**src/rtl/tug_victory.sv**
```systemverilog
// ---------------------------------------------------------------------------
// tug_victory -- round and match controller for the tug-of-war playfield.
//
// Watches the two end lights and the conditioned L/R press pulses, detects a
// round win, keeps per-player points, issues the round-clear pulse to every
// playfield light and drives two seven-segment score digits. The match is
// frozen once either player reaches MAX_SCORE; only reset restarts it.
//
// Optional feature macro: VICTORY_HOLD_EN
//   defined   : a HOLD phase of HOLD_CYCLES cycles follows each round win so
//               the winning end light stays visible before the clear.
//   undefined : a win goes straight to the clear; HOLD_CYCLES is unused.
//
// Parameters:
//   MAX_SCORE   points needed to win the match (1..9)
//   HOLD_CYCLES post-win hold length (>=1), used only with VICTORY_HOLD_EN
//
// Ports:
//   clk        in   system clock, rising edge
//   reset      in   synchronous active-high reset
//   L, R       in   left/right press, one-cycle pulses
//   leftEnd    in   leftmost playfield light is lit
//   rightEnd   in   rightmost playfield light is lit
//   playAgain  out  one-cycle round-clear pulse
//   scoreL/R   out  player points (SW bits)
//   hexL/R     out  active-low seven-segment digits (g..a)
//   gameOver   out  match finished
//   winnerLeft out  valid with gameOver: 1 = left won
// ---------------------------------------------------------------------------
module tug_victory #(
  parameter int MAX_SCORE   = 7,
  parameter int HOLD_CYCLES = 50_000_000,
  localparam int SW         = $clog2(MAX_SCORE + 1)
) (
  input  logic          clk,
  input  logic          reset,
  input  logic          L,
  input  logic          R,
  input  logic          leftEnd,
  input  logic          rightEnd,
  output logic          playAgain,
  output logic [SW-1:0] scoreL,
  output logic [SW-1:0] scoreR,
  output logic [6:0]    hexL,
  output logic [6:0]    hexR,
  output logic          gameOver,
  output logic          winnerLeft
);

  // Elaboration-time guards on the parameter ranges.
  if (MAX_SCORE < 1 || MAX_SCORE > 9) begin : g_bad_max_score
    $error("tug_victory: MAX_SCORE must be in 1..9");
  end
  if (HOLD_CYCLES < 1) begin : g_bad_hold_cycles
    $error("tug_victory: HOLD_CYCLES must be >= 1");
  end

  localparam logic [SW-1:0] MAX_S = SW'(MAX_SCORE);

  typedef enum logic [1:0] {
    ST_PLAY  = 2'd0,
    ST_HOLD  = 2'd1,
    ST_POINT = 2'd2,
    ST_OVER  = 2'd3
  } state_e;

`ifdef VICTORY_HOLD_EN
  localparam int HW = (HOLD_CYCLES > 1) ? $clog2(HOLD_CYCLES) : 1;
  localparam logic [HW-1:0] HOLD_LOAD = HW'(HOLD_CYCLES - 1);
  localparam state_e WIN_NEXT = ST_HOLD;
`else
  localparam state_e WIN_NEXT = ST_POINT;
`endif

  // Saturating increment: a score never wraps past MAX_SCORE.
  function automatic logic [SW-1:0] sat_inc(input logic [SW-1:0] v);
    logic [SW-1:0] r;
    if (v == MAX_S) begin
      r = v;
    end else begin
      r = v + SW'(1);
    end
    return r;
  endfunction

  // Active-low seven-segment decode, segment order g..a; >9 blanks.
  function automatic logic [6:0] seg7(input logic [3:0] v);
    logic [6:0] p;
    case (v)
      4'd0:    p = 7'b1000000;
      4'd1:    p = 7'b1111001;
      4'd2:    p = 7'b0100100;
      4'd3:    p = 7'b0110000;
      4'd4:    p = 7'b0011001;
      4'd5:    p = 7'b0010010;
      4'd6:    p = 7'b0000010;
      4'd7:    p = 7'b1111000;
      4'd8:    p = 7'b0000000;
      4'd9:    p = 7'b0010000;
      default: p = 7'b1111111;
    endcase
    return p;
  endfunction

  state_e        state_q, state_d;
  logic [SW-1:0] score_l_q, score_l_d;
  logic [SW-1:0] score_r_q, score_r_d;
  logic          last_left_q, last_left_d;
  logic          play_again_q, play_again_d;
  logic          game_over_q, game_over_d;
  logic          winner_left_q, winner_left_d;
`ifdef VICTORY_HOLD_EN
  logic [HW-1:0] hold_cnt_q, hold_cnt_d;
`endif

  logic win_l_s;
  logic win_r_s;
  logic final_point_s;

  // Round-win detection. A simultaneous L/R press is a tie. Presses during
  // the clear cycle (playAgain high) are dropped: the lights are being
  // cleared and the end light may still read as lit.
  assign win_l_s = leftEnd  & L & ~R & ~play_again_q;
  assign win_r_s = rightEnd & R & ~L & ~play_again_q;

  // The point just scored belongs to the player recorded in last_left.
  assign final_point_s = last_left_q ? (score_l_q == MAX_S) : (score_r_q == MAX_S);

  // Next-state, scoring and output-register decode.
  always_comb begin
    state_d       = state_q;
    score_l_d     = score_l_q;
    score_r_d     = score_r_q;
    last_left_d   = last_left_q;
`ifdef VICTORY_HOLD_EN
    hold_cnt_d    = hold_cnt_q;
`endif
    // Outputs are registered decodes of the current state so that no input
    // reaches an output combinationally.
    play_again_d  = (state_q == ST_POINT);
    game_over_d   = (state_q == ST_OVER);
    winner_left_d = (state_q == ST_OVER) & last_left_q;

    case (state_q)
      ST_PLAY: begin
        if (win_l_s) begin
          last_left_d = 1'b1;
          score_l_d   = sat_inc(score_l_q);
          state_d     = WIN_NEXT;
`ifdef VICTORY_HOLD_EN
          hold_cnt_d  = HOLD_LOAD;
`endif
        end else if (win_r_s) begin
          last_left_d = 1'b0;
          score_r_d   = sat_inc(score_r_q);
          state_d     = WIN_NEXT;
`ifdef VICTORY_HOLD_EN
          hold_cnt_d  = HOLD_LOAD;
`endif
        end else begin
          state_d = ST_PLAY;
        end
      end
      ST_HOLD: begin
`ifdef VICTORY_HOLD_EN
        // Leave one cycle after the counter has reached zero.
        if (hold_cnt_q == HW'(0)) begin
          state_d = ST_POINT;
        end else begin
          hold_cnt_d = hold_cnt_q - HW'(1);
        end
`else
        state_d = ST_PLAY;
`endif
      end
      ST_POINT: begin
        if (final_point_s) begin
          state_d = ST_OVER;
        end else begin
          state_d = ST_PLAY;
        end
      end
      ST_OVER: begin
        state_d = ST_OVER;
      end
      default: begin
        state_d = ST_PLAY;
      end
    endcase
  end

  // State and output registers with synchronous reset.
  always_ff @(posedge clk) begin
    if (reset) begin
      state_q       <= ST_PLAY;
      score_l_q     <= '0;
      score_r_q     <= '0;
      last_left_q   <= 1'b0;
      play_again_q  <= 1'b0;
      game_over_q   <= 1'b0;
      winner_left_q <= 1'b0;
`ifdef VICTORY_HOLD_EN
      hold_cnt_q    <= '0;
`endif
    end else begin
      state_q       <= state_d;
      score_l_q     <= score_l_d;
      score_r_q     <= score_r_d;
      last_left_q   <= last_left_d;
      play_again_q  <= play_again_d;
      game_over_q   <= game_over_d;
      winner_left_q <= winner_left_d;
`ifdef VICTORY_HOLD_EN
      hold_cnt_q    <= hold_cnt_d;
`endif
    end
  end

  assign playAgain  = play_again_q;
  assign gameOver   = game_over_q;
  assign winnerLeft = winner_left_q;
  assign scoreL     = score_l_q;
  assign scoreR     = score_r_q;
  assign hexL       = seg7(4'(score_l_q));
  assign hexR       = seg7(4'(score_r_q));

endmodule

```
**config.mk**
```make
export PLATFORM = sky130hd
export DESIGN_NAME = tug_victory
export DESIGN_NICKNAME = d
export VERILOG_FILES = /design/src/rtl/tug_victory.sv
export SDC_FILE = /design/constraint.sdc
export NUM_CORES = 1
export LEC_CHECK = 0
export ABC_AREA = 1
export BUFFER_PORTS_ARGS = -buffer_cell sky130_fd_sc_hd__buf_2
export CORE_MARGIN = 10
export CORE_UTILIZATION = 25
export DETAILED_ROUTE_END_ITERATION = 7
export GPL_ROUTABILITY_DRIVEN = 0
export SLEW_MARGIN = 20
export SYNTH_ARGS = -nofsm -noshare
export SYNTH_HDL_FRONTEND = slang
export SYNTH_SLANG_ARGS = --single-unit
```
**constraint.sdc**
```tcl
create_clock -name clk -period 4.25 [get_ports clk]
set_input_delay 0.425 -clock clk [delete_from_list [all_inputs] [get_ports clk]]
set_output_delay 0.425 -clock clk [all_outputs]
set_load 0.005 [all_outputs]
```
==> results of run 1 <==
[logic make-up after synthesis]
group | after synthesis | share of synthesized area [%]
adder cells (fa/ha/maj) | 14 | 13.2
AO/OA/AOI/OAI | 4 | 1.61
AND/OR/NAND/NOR | 74 | 35.9
buffers and inverters | 31 | 9.92
flip-flops | 26 | 39.3
[layer usage]
layer | routed length, µm | global-route usage (%)
met1 | 1170 | 7.44
met2 | 1040 | 9.52
met3 | 248 | 3.15
met4 | 17 | 1.93
met5 | 0 | 0
[registers in the layout, indices dropped and copies added, names as in the netlist]
name and cells:
hexL 7, hexR 7, scoreL 3, scoreR 3, state_q 2, gameOver 1, last_left_q 1, playAgain 1
winnerLeft 1
[cell type report]
class | instances | area share, %
inverter | 30 | 7.81
timing repair buffer | 28 | 8.66
clock inverter | 1 | 1.86
clock buffer | 3 | 2.55
sequential | 26 | 32.2
multi-input combinational | 92 | 41.5
tap | 70 | 5.41
[critical path: cells and delay by family, from the launching register on]
family | cells | cell delay [ns]
simple gates | 5 | 0.55
buf+inv | 2 | 0.30
flops | 1 | 0.37
fa+ha+maj | 3 | 0.70
[metrics by stage]
| step | power, mW | setup slack (ns) | hold slack (ns) | instances | area (µm²) |
|---|---|---|---|---|---|
| detailed placement | 0.341 | 2.27 | 0.457 | 246 | 1550 |
| global placement | 0.341 | 2.32 | 0.450 | 246 | 1550 |
| floorplan | 0.316 | 2.49 | 0.434 | 149 | 1320 |
| CTS | 0.550 | 2.25 | 0.402 | 250 | 1620 |
| finish | 0.538 | 2.29 | 0.407 | 250 | 1620 |
| global route | 0.572 | 2.09 | 0.422 | 250 | 1620 |
[synthesized netlist by cell type]
library cell | number | share of area, %
nand3b_1 | 1 | 0.57
a31oi_1 | 1 | 0.47
nor4_1 | 1 | 0.47
a21oi_1 | 1 | 0.38
inv_1 | 28 | 7.9
nand2_4 | 3 | 2.6
nand2_2 | 5 | 2.4
nor3_1 | 2 | 0.76
nor3_4 | 2 | 2.5
nor2_1 | 4 | 1.1
nand3_1 | 4 | 1.5
buf_2 | 1 | 0.38
nand3_2 | 4 | 3.0
inv_2 | 1 | 0.28
nand2_1 | 31 | 8.8
nor2_8 | 1 | 1.5
nand3_4 | 2 | 2.6
bufinv_8 | 1 | 1.3
nor2_4 | 1 | 0.85
ha_1 | 14 | 13
nor2_2 | 1 | 0.47
dfxtp_1 | 26 | 39
nand4_1 | 11 | 5.2
o21ai_0 | 2 | 0.76
nand4_4 | 1 | 1.6
[worst max-delay path by stage]
stage	start	depth (start not counted)	end
final	scoreL[0]	10	hexL[3]
after global routing	scoreL[0]	10	hexL[3]
after CTS	scoreL[0]	10	hexL[3]
after detailed placement	scoreL[0]	10	hexL[3]
after global placement	scoreL[0]	10	hexL[3]
after floorplan	scoreR[0]	11	hexR[3]
[power groups by stage]
stage	combinational (mW)	sequential (mW)	clock, mW
2_1_floorplan	0.0462	0.270	0
3_3_place_gp	0.0728	0.269	0
3_5_place_dp	0.0727	0.269	0
4_1_cts	0.0728	0.263	0.214
5_1_grt	0.0831	0.264	0.225
6_report	0.0707	0.263	0.204
==> flow_metrics.py, run 1 <==
metrics = {
    "setup_path": {
        "crit_path_frequent_cell": "ha_1",
        "r2r_slack_ns": 2.29,
        "critPathKind": "reg2reg",
        "worstSetupEndpointType": "flip-flop",
        "worstSetupStartpointType": "flip-flop",
        "cp_slowest_cell": "dfxtp_1",
        "worst-path-max-fanout": 6,
        "cpPeakStageDelay_ns": 0.37,
        "timing.rr.end": "hexL[3]",
        "path_cells": "ha_1 -> ha_1 -> inv_1 -> nand3_4 -> nand2_1 -> nand3_2 -> ha_1 -> inv_1 -> nand4_1 -> nand2_1",
        "r2r_cells": 10,
        "crit_arrival_ns": 2.18,
        "required_ns": 4.47,
        "r2r_start": "scoreL[0]",
    },
    "floorplanning": {
        "row_count": 26,
        "dieArea_um2": 8610,
        "io_pins": 29,
        "start_util_pct": 25.9,
        "die_x_um": 92.8,
        "coreArea_um2": 5110,
        "die_h_um": 92.8,
    },
    "cts": {
        "max-clock-path-buffers": 2,
        "path_clk_slew_ns": 0.09,
        "cts_tree": "built",
        "cts_buffers": 3,
        "clock-sinks": 26,
        "clk_latency_ns": 0.27,
        "clockRootBuffer": "clkbuf_8",
        "cts_setup_buffers": 0,
        "htreeDepth": 1,
        "hold_buffers": 0,
        "cts_resized": 0,
    },
    "cells_and_area": {
        "n_antenna_cell": 0,
        "nFillCells": 554,
        "multiInputGateArea_um2": 672,
        "fin_nets": 201,
        "layout_commonest_cell": "nand2_1",
        "final_cell_mix": "nand2_1 (31), inv_1 (28), buf_2 (28)",
        "layout.area.seq_um2": 520,
        "syn_to_final_growth_pct": 22.2,
        "drive_gt1_share_pct": 30.0,
        "postLayoutCoreUtil_pct": 31.7,
    },
    "routing": {
        "vias": 983,
        "viasPerCell": 3.93,
        "routedWlPerCell_um": 9.92,
        "first_pass_iters": 4,
        "ant_nets": 0,
        "drc_errors": 0,
        "routed_wl_um": 2480,
        "first_iter_violations": 18,
    },
    "power": {
        "leakage_nw": 0.877,
        "p_comb_share_pct": 13.1,
        "power.switching_mw": 0.127,
        "seqPwrFrac_pct": 48.9,
        "ir_drop_mv": 0.125,
        "power_density_nw_per_um2": 332,
        "p_sw_share_pct": 23.6,
        "intPower_mw": 0.411,
        "pwr-share-clk_pct": 38.0,
    },
    "timing": {
        "setup_viol": 0,
        "fin_crit_ns": 1.96,
        "rsz0062_at_grt": "false",
        "fmax_mhz": 511,
        "tns_ns": 0,
        "hold_viol": 0,
        "relSlewSlack_pct": 81.7,
        "period_share_pct": 46.1,
        "worst_slew_pin_slew_ns": 0.275,
        "final_max_slew_viol_count": 0,
        "fin_worst_skew_ns": 0.00284,
    },
    "yosys": {
        "synth_cell_type_count": 25,
        "yosysSeqAreaShare_pct": 39.3,
        "synth_area_um2": 1320,
        "yosysWarnings": 0,
        "avgSynthCellArea_um2": 8.88,
        "syn-num-nets": 169,
        "ys_ff_latch": 26,
        "syn_inst": 149,
    },
    "global_routing": {
        "grt-ovfl-total": 0,
        "antenna_found_initial": 0,
        "grt_start_max_net_pins": 18,
        "grt_usage_pct": 6.23,
        "first_global_vias": 997,
        "grt_pass1_wl_um": 4500,
    },
    "min_path": {
        "min_path_type": "in2reg",
        "holdPathStages": 2,
        "min_to": "state_q[1]",
        "min_from": "reset",
    },
    "job": {
        "maxCapViolCount": 0,
    },
    "placement": {
        "hpwl_um": 1980,
        "io_buffers": 28,
    },
    "outcome": {
        "status": "finished clean",
    },
}
(Power assumes the default switching activity.)
==> run 2, diff against run 1 <==
==> constraint.sdc (replaced) <==
create_clock -name clk -period 1.95 [get_ports clk]
set_input_delay 0.195 -clock clk [delete_from_list [all_inputs] [get_ports clk]]
set_output_delay 0.195 -clock clk [all_outputs]
set_load 0.005 [all_outputs]
==> run 2 against run 1 <==
Compared with the run above: count of clock-buffer cells in the layout unchanged; sequential power up 120%; via count up 3.0%; clock skew up 0.0067 ns; die area unchanged; clock power up 110%; final cell count up 2.0%; sequential cell count unchanged.
==> flow_metrics.py, run 2 (same netlist as run 1, synthesis figures left out) <==
metrics = {
    "timing": {
        "fmax_mhz": 548,
        "final_max_slew_viol_count": 0,
        "relSlewSlack_pct": 82.2,
        "hold_viol": 0,
        "rsz0062_at_grt": "false",
        "period_share_pct": 93.6,
        "fin_worst_skew_ns": 0.00952,
        "tns_ns": 0,
        "setup_viol": 0,
        "worst_slew_pin_slew_ns": 0.267,
        "fin_crit_ns": 1.82,
    },
    "cts": {
        "cts_buffers": 3,
        "htreeDepth": 1,
        "clock-sinks": 26,
        "clk_latency_ns": 0.27,
        "clockRootBuffer": "clkbuf_8",
        "hold_buffers": 0,
        "cts_tree": "built",
        "max-clock-path-buffers": 2,
        "path_clk_slew_ns": 0.09,
    },
    "global_routing": {
        "grt_usage_pct": 6.20,
        "first_global_vias": 1042,
        "grt-ovfl-total": 0,
        "antenna_found_initial": 0,
        "grt_start_max_net_pins": 18,
        "grt_pass1_wl_um": 4490,
    },
    "floorplanning": {
        "io_pins": 29,
        "die_h_um": 92.8,
        "die_x_um": 92.8,
        "start_util_pct": 25.9,
        "coreArea_um2": 5110,
        "row_count": 26,
        "dieArea_um2": 8610,
    },
    "power": {
        "seqPwrFrac_pct": 48.9,
        "power.switching_mw": 0.271,
        "pwr-share-clk_pct": 37.5,
        "leakage_nw": 0.896,
        "p_sw_share_pct": 23.2,
        "p_comb_share_pct": 13.7,
        "intPower_mw": 0.899,
        "power_density_nw_per_um2": 705,
        "ir_drop_mv": 0.422,
    },
    "setup_path": {
        "r2r_start": "scoreR[0]",
        "critPathKind": "reg2reg",
        "cp_num_cells": 10,
        "worst-path-max-fanout": 5,
        "crit_path_frequent_cell": "ha_1",
        "cp_top_family": "adder cells",
        "worstSetupStartpointType": "flip-flop",
        "path_cells": "ha_1 -> ha_2 -> nor3_4 -> nand3b_1 -> nand2_2 -> nand2_4 -> ha_1 -> inv_1 -> nand4_1 -> nand2_1",
        "crit_path_start": "scoreR[0]",
        "r2r_slack_ns": 0.13,
        "crit_arrival_ns": 2.05,
        "cp_slowest_cell": "dfxtp_2",
        "r2r_cells": 10,
        "worstSetupEndpointType": "flip-flop",
        "path_buf_inv": 1,
        "required_ns": 2.17,
        "cpPeakStageDelay_ns": 0.35,
        "timing.rr.end": "hexR[3]",
        "crit_end": "hexR[3]",
    },
    "cells_and_area": {
        "layout_commonest_cell": "nand2_1",
        "drive_gt1_share_pct": 33.5,
        "nFillCells": 547,
        "postLayoutCoreUtil_pct": 32.5,
        "layout.area.seq_um2": 522,
        "final_cell_mix": "nand2_1 (30), inv_1 (28), buf_2 (28)",
        "n_antenna_cell": 0,
        "multiInputGateArea_um2": 677,
        "fin_nets": 206,
        "syn_to_final_growth_pct": 25.5,
    },
    "routing": {
        "vias": 1012,
        "viasPerCell": 3.97,
        "routed_wl_um": 2530,
        "routedWlPerCell_um": 9.93,
        "drc_errors": 0,
        "first_iter_violations": 35,
        "ant_nets": 0,
        "first_pass_iters": 4,
    },
    "min_path": {
        "min_path_type": "in2reg",
        "min_from": "reset",
        "holdPathStages": 2,
    },
    "placement": {
        "hpwl_um": 2040,
        "io_buffers": 28,
    },
    "outcome": {
        "status": "finished clean",
    },
    "job": {
        "maxCapViolCount": 0,
    },
}
run 2: what timing repair did:
| item | in CTS | in global routing |
|---|---|---|
| gates resized for setup | 0 | 3 |
| setup buffers | 3 | 0 |
| setup endpoints to repair | 1 | 6 |
| pin swaps | 2 | 2 |
run 2: how the worst min path moves through the flow:
stage,end,slack (ns)
floorplan,last_left_q,0.26
global placement,last_left_q,0.45
detailed placement,last_left_q,0.45
CTS,state_q[0],0.16
global route,state_q[0],0.17
finish,state_q[0],0.17
run 2: area by class of cell:
cell class | instances | area share [%]
Tap cell | 70 | 5.27
Clock inverter | 1 | 1.81
Inverter | 30 | 7.61
Multi-Input combinational cell | 92 | 40.7
Clock buffer | 3 | 2.48
Sequential cell | 26 | 31.4
Timing Repair Buffer | 33 | 10.7
run 2: routing by layer:
metal	GRT usage, %	routed length (µm)
met2	10.5	1140
met4	1.41	17
met1	6.56	1150
met3	3.55	223
met5	0	0
run 2: power by group through the flow:
stage / Clock (mW) / Combinational, mW / Sequential (mW)
after floorplan: 0 / 0.101 / 0.589
final: 0.438 / 0.160 / 0.572
after CTS: 0.460 / 0.164 / 0.573
after global routing: 0.475 / 0.185 / 0.576
after detailed placement: 0 / 0.161 / 0.585
after global placement: 0 / 0.160 / 0.584
run 2: stage by stage:
stage / instance area, µm² / total power, mW / hold slack [ns] / worst slack (ns) / cells
finish: 1660 / 1.17 / 0.173 / 0.126 / 255
global route: 1660 / 1.24 / 0.170 / 0.00434 / 255
CTS: 1660 / 1.20 / 0.164 / 0.00180 / 255
detailed placement: 1560 / 0.746 / 0.454 / 0.0146 / 248
global placement: 1560 / 0.744 / 0.452 / 0.122 / 248
floorplan: 1320 / 0.689 / 0.264 / 0.190 / 149
==> run 3, diff against run 2 <==
--- a/config.mk
+++ b/config.mk
@@ -6,11 +6,12 @@
 export NUM_CORES = 1
 export LEC_CHECK = 0
 export ABC_AREA = 1
-export BUFFER_PORTS_ARGS = -buffer_cell sky130_fd_sc_hd__buf_2
 export CORE_MARGIN = 10
-export CORE_UTILIZATION = 25
+export CORE_UTILIZATION = 51
 export DETAILED_ROUTE_END_ITERATION = 7
+export DONT_BUFFER_PORTS = 1
 export GPL_ROUTABILITY_DRIVEN = 0
+export PLACE_DENSITY = 0.66
 export SLEW_MARGIN = 20
 export SYNTH_ARGS = -nofsm -noshare
 export SYNTH_HDL_FRONTEND = slang
==> run 3 against run 2 <==
Compared with the run above: global-route usage is 3.3 points higher; register-to-register slack worse by 0.04 ns; combinational power is 18% lower; largest power group unchanged; sequential share of layout area is 3.3 points higher; sequential power is 1% higher.
==> flow_metrics.py, run 3 (same netlist as run 1, synthesis figures left out) <==
metrics = {
    "outcome": {
        "status": "finished clean",
    },
    "floorplanning": {
        "row_count": 18,
        "die_x_um": 70.9,
        "io_pins": 29,
        "dieArea_um2": 5030,
        "die_h_um": 70.9,
        "start_util_pct": 53.4,
        "coreArea_um2": 2480,
    },
    "cells_and_area": {
        "final_cells": 190,
        "multiInputGateArea_um2": 707,
        "final_cell_mix": "nand2_1 (29), inv_1 (25), dfxtp_1 (25)",
        "postLayoutCoreUtil_pct": 61.0,
        "drive_gt1_share_pct": 25.6,
        "syn_to_final_growth_pct": 14.1,
        "fin_nets": 181,
        "n_antenna_cell": 0,
        "nFillCells": 237,
        "layout_commonest_cell": "nand2_1",
        "layout.area.seq_um2": 524,
    },
    "cts": {
        "clk_latency_ns": 0.31,
        "cts_buffers": 3,
        "clock-sinks": 26,
        "path_clk_slew_ns": 0.13,
        "cts_tree": "built",
        "clockRootBuffer": "clkbuf_4",
        "max-clock-path-buffers": 2,
        "htreeDepth": 1,
    },
    "timing": {
        "period_share_pct": 95.7,
        "holdWs_ns": 0.117,
        "final_max_slew_viol_count": 0,
        "layout_setup_ws_ns": 0.0841,
        "fin_crit_ns": 1.87,
        "fin_worst_skew_ns": 0.00336,
        "fmax_mhz": 536,
        "hold_viol": 0,
        "setup_viol": 0,
        "worst_slew_pin_slew_ns": 0.286,
        "relSlewSlack_pct": 80.8,
    },
    "setup_path": {
        "worst-path-max-fanout": 5,
        "worstSetupStartpointType": "flip-flop",
        "crit_arrival_ns": 2.13,
        "required_ns": 2.22,
        "worstSetupEndpointType": "flip-flop",
        "critPathKind": "reg2reg",
        "r2r_cells": 10,
    },
    "placement": {
        "dp_worst_setup_slack_ns": 0.0403,
        "hpwl_um": 1920,
        "io_buffers": 0,
        "placed_cells": 181,
    },
    "power": {
        "power.switching_mw": 0.255,
        "p_sw_share_pct": 23.9,
        "seqPwrFrac_pct": 54.2,
        "finalPower_mw": 1.07,
        "leakage_nw": 0.769,
        "ir_drop_mv": 0.495,
        "pwr-share-clk_pct": 33.5,
        "intPower_mw": 0.816,
        "p_comb_share_pct": 12.3,
        "power_density_nw_per_um2": 709,
    },
    "min_path": {
        "holdPathStages": 3,
        "min_path_type": "in2reg",
    },
    "global_routing": {
        "first_global_vias": 944,
        "grt-ovfl-total": 0,
        "grt_pass1_wl_um": 4130,
        "grt_usage_pct": 9.50,
        "antenna_found_initial": 0,
        "grt_start_max_net_pins": 18,
    },
    "routing": {
        "first_pass_iters": 4,
        "routedWlPerCell_um": 13.1,
        "first_iter_violations": 61,
        "drc_errors": 0,
        "viasPerCell": 5.01,
        "routed_wl_um": 2480,
        "ant_nets": 0,
        "vias": 951,
    },
    "job": {
        "maxCapViolCount": 0,
    },
}
==> run 3: worst paths after layout <==
| path | startpoint | slack (ns) | endpoint |
|---|---|---|---|
| setup / recovery | scoreR[1] | 0.08 | hexR[3] |
| hold / removal | L | 0.12 | state_q[1] |
| setup reg to reg | scoreR[1] | 0.08 | hexR[3] |
| hold reg to reg | last_left_q | 0.47 | last_left_q |
==> run 3: metrics by stage <==
step           TNS [ns]  area (µm²)
2_1_floorplan         0        1320
3_3_place_gp          0        1380
3_5_place_dp          0        1380
4_1_cts               0        1440
5_1_grt         -0.0773        1510
6_report              0        1510
==> run 3: critical path: stages, from the launching register on <==
cell	delay, ns
dfxtp_4	0.39
ha_4	0.16
ha_4	0.16
nor3_4	0.24
nand3b_1	0.14
nand2_2	0.13
nand2_4	0.07
ha_1	0.30
inv_2	0.06
nand4_1	0.09
nand2_1	0.07
==> run 3: power by group through the flow <==
stage | sequential [mW] | combinational, mW | clock (mW)
floorplan | 0.589 | 0.101 | 0
global placement | 0.594 | 0.120 | 0
finish | 0.580 | 0.132 | 0.359
global route | 0.585 | 0.153 | 0.402
CTS | 0.583 | 0.127 | 0.375
detailed placement | 0.595 | 0.124 | 0
==> run 3: metal layers <==
layer  global-route usage (%)  wire length [µm]  up-vias
met1                     9.00               989      435
met2                     17.2              1250       19
met3                     4.74               229        2
met4                     3.44                13        0
li1                         -                 -      495
met5                        0                 0        -
==> run 3: layout make-up <==
type                    count  area share, %
multi-input cells          92           46.8
flip-flops and latches     26           34.7
inverters                  30           8.37
repair buffers              8           4.14
well taps                  30           2.49
clock inverters             1           1.99
clock buffers               3           1.49
==> run 3: what timing repair did <==
| item | in CTS | in global routing |
|---|---|---|
| setup buffers | 0 | 4 |
| endpoints found under the hold margin | 6 | 0 |
| resized for setup | 0 | 12 |
| hold buffers | 1 | 0 |
| endpoints found under the setup margin | 0 | 7 |
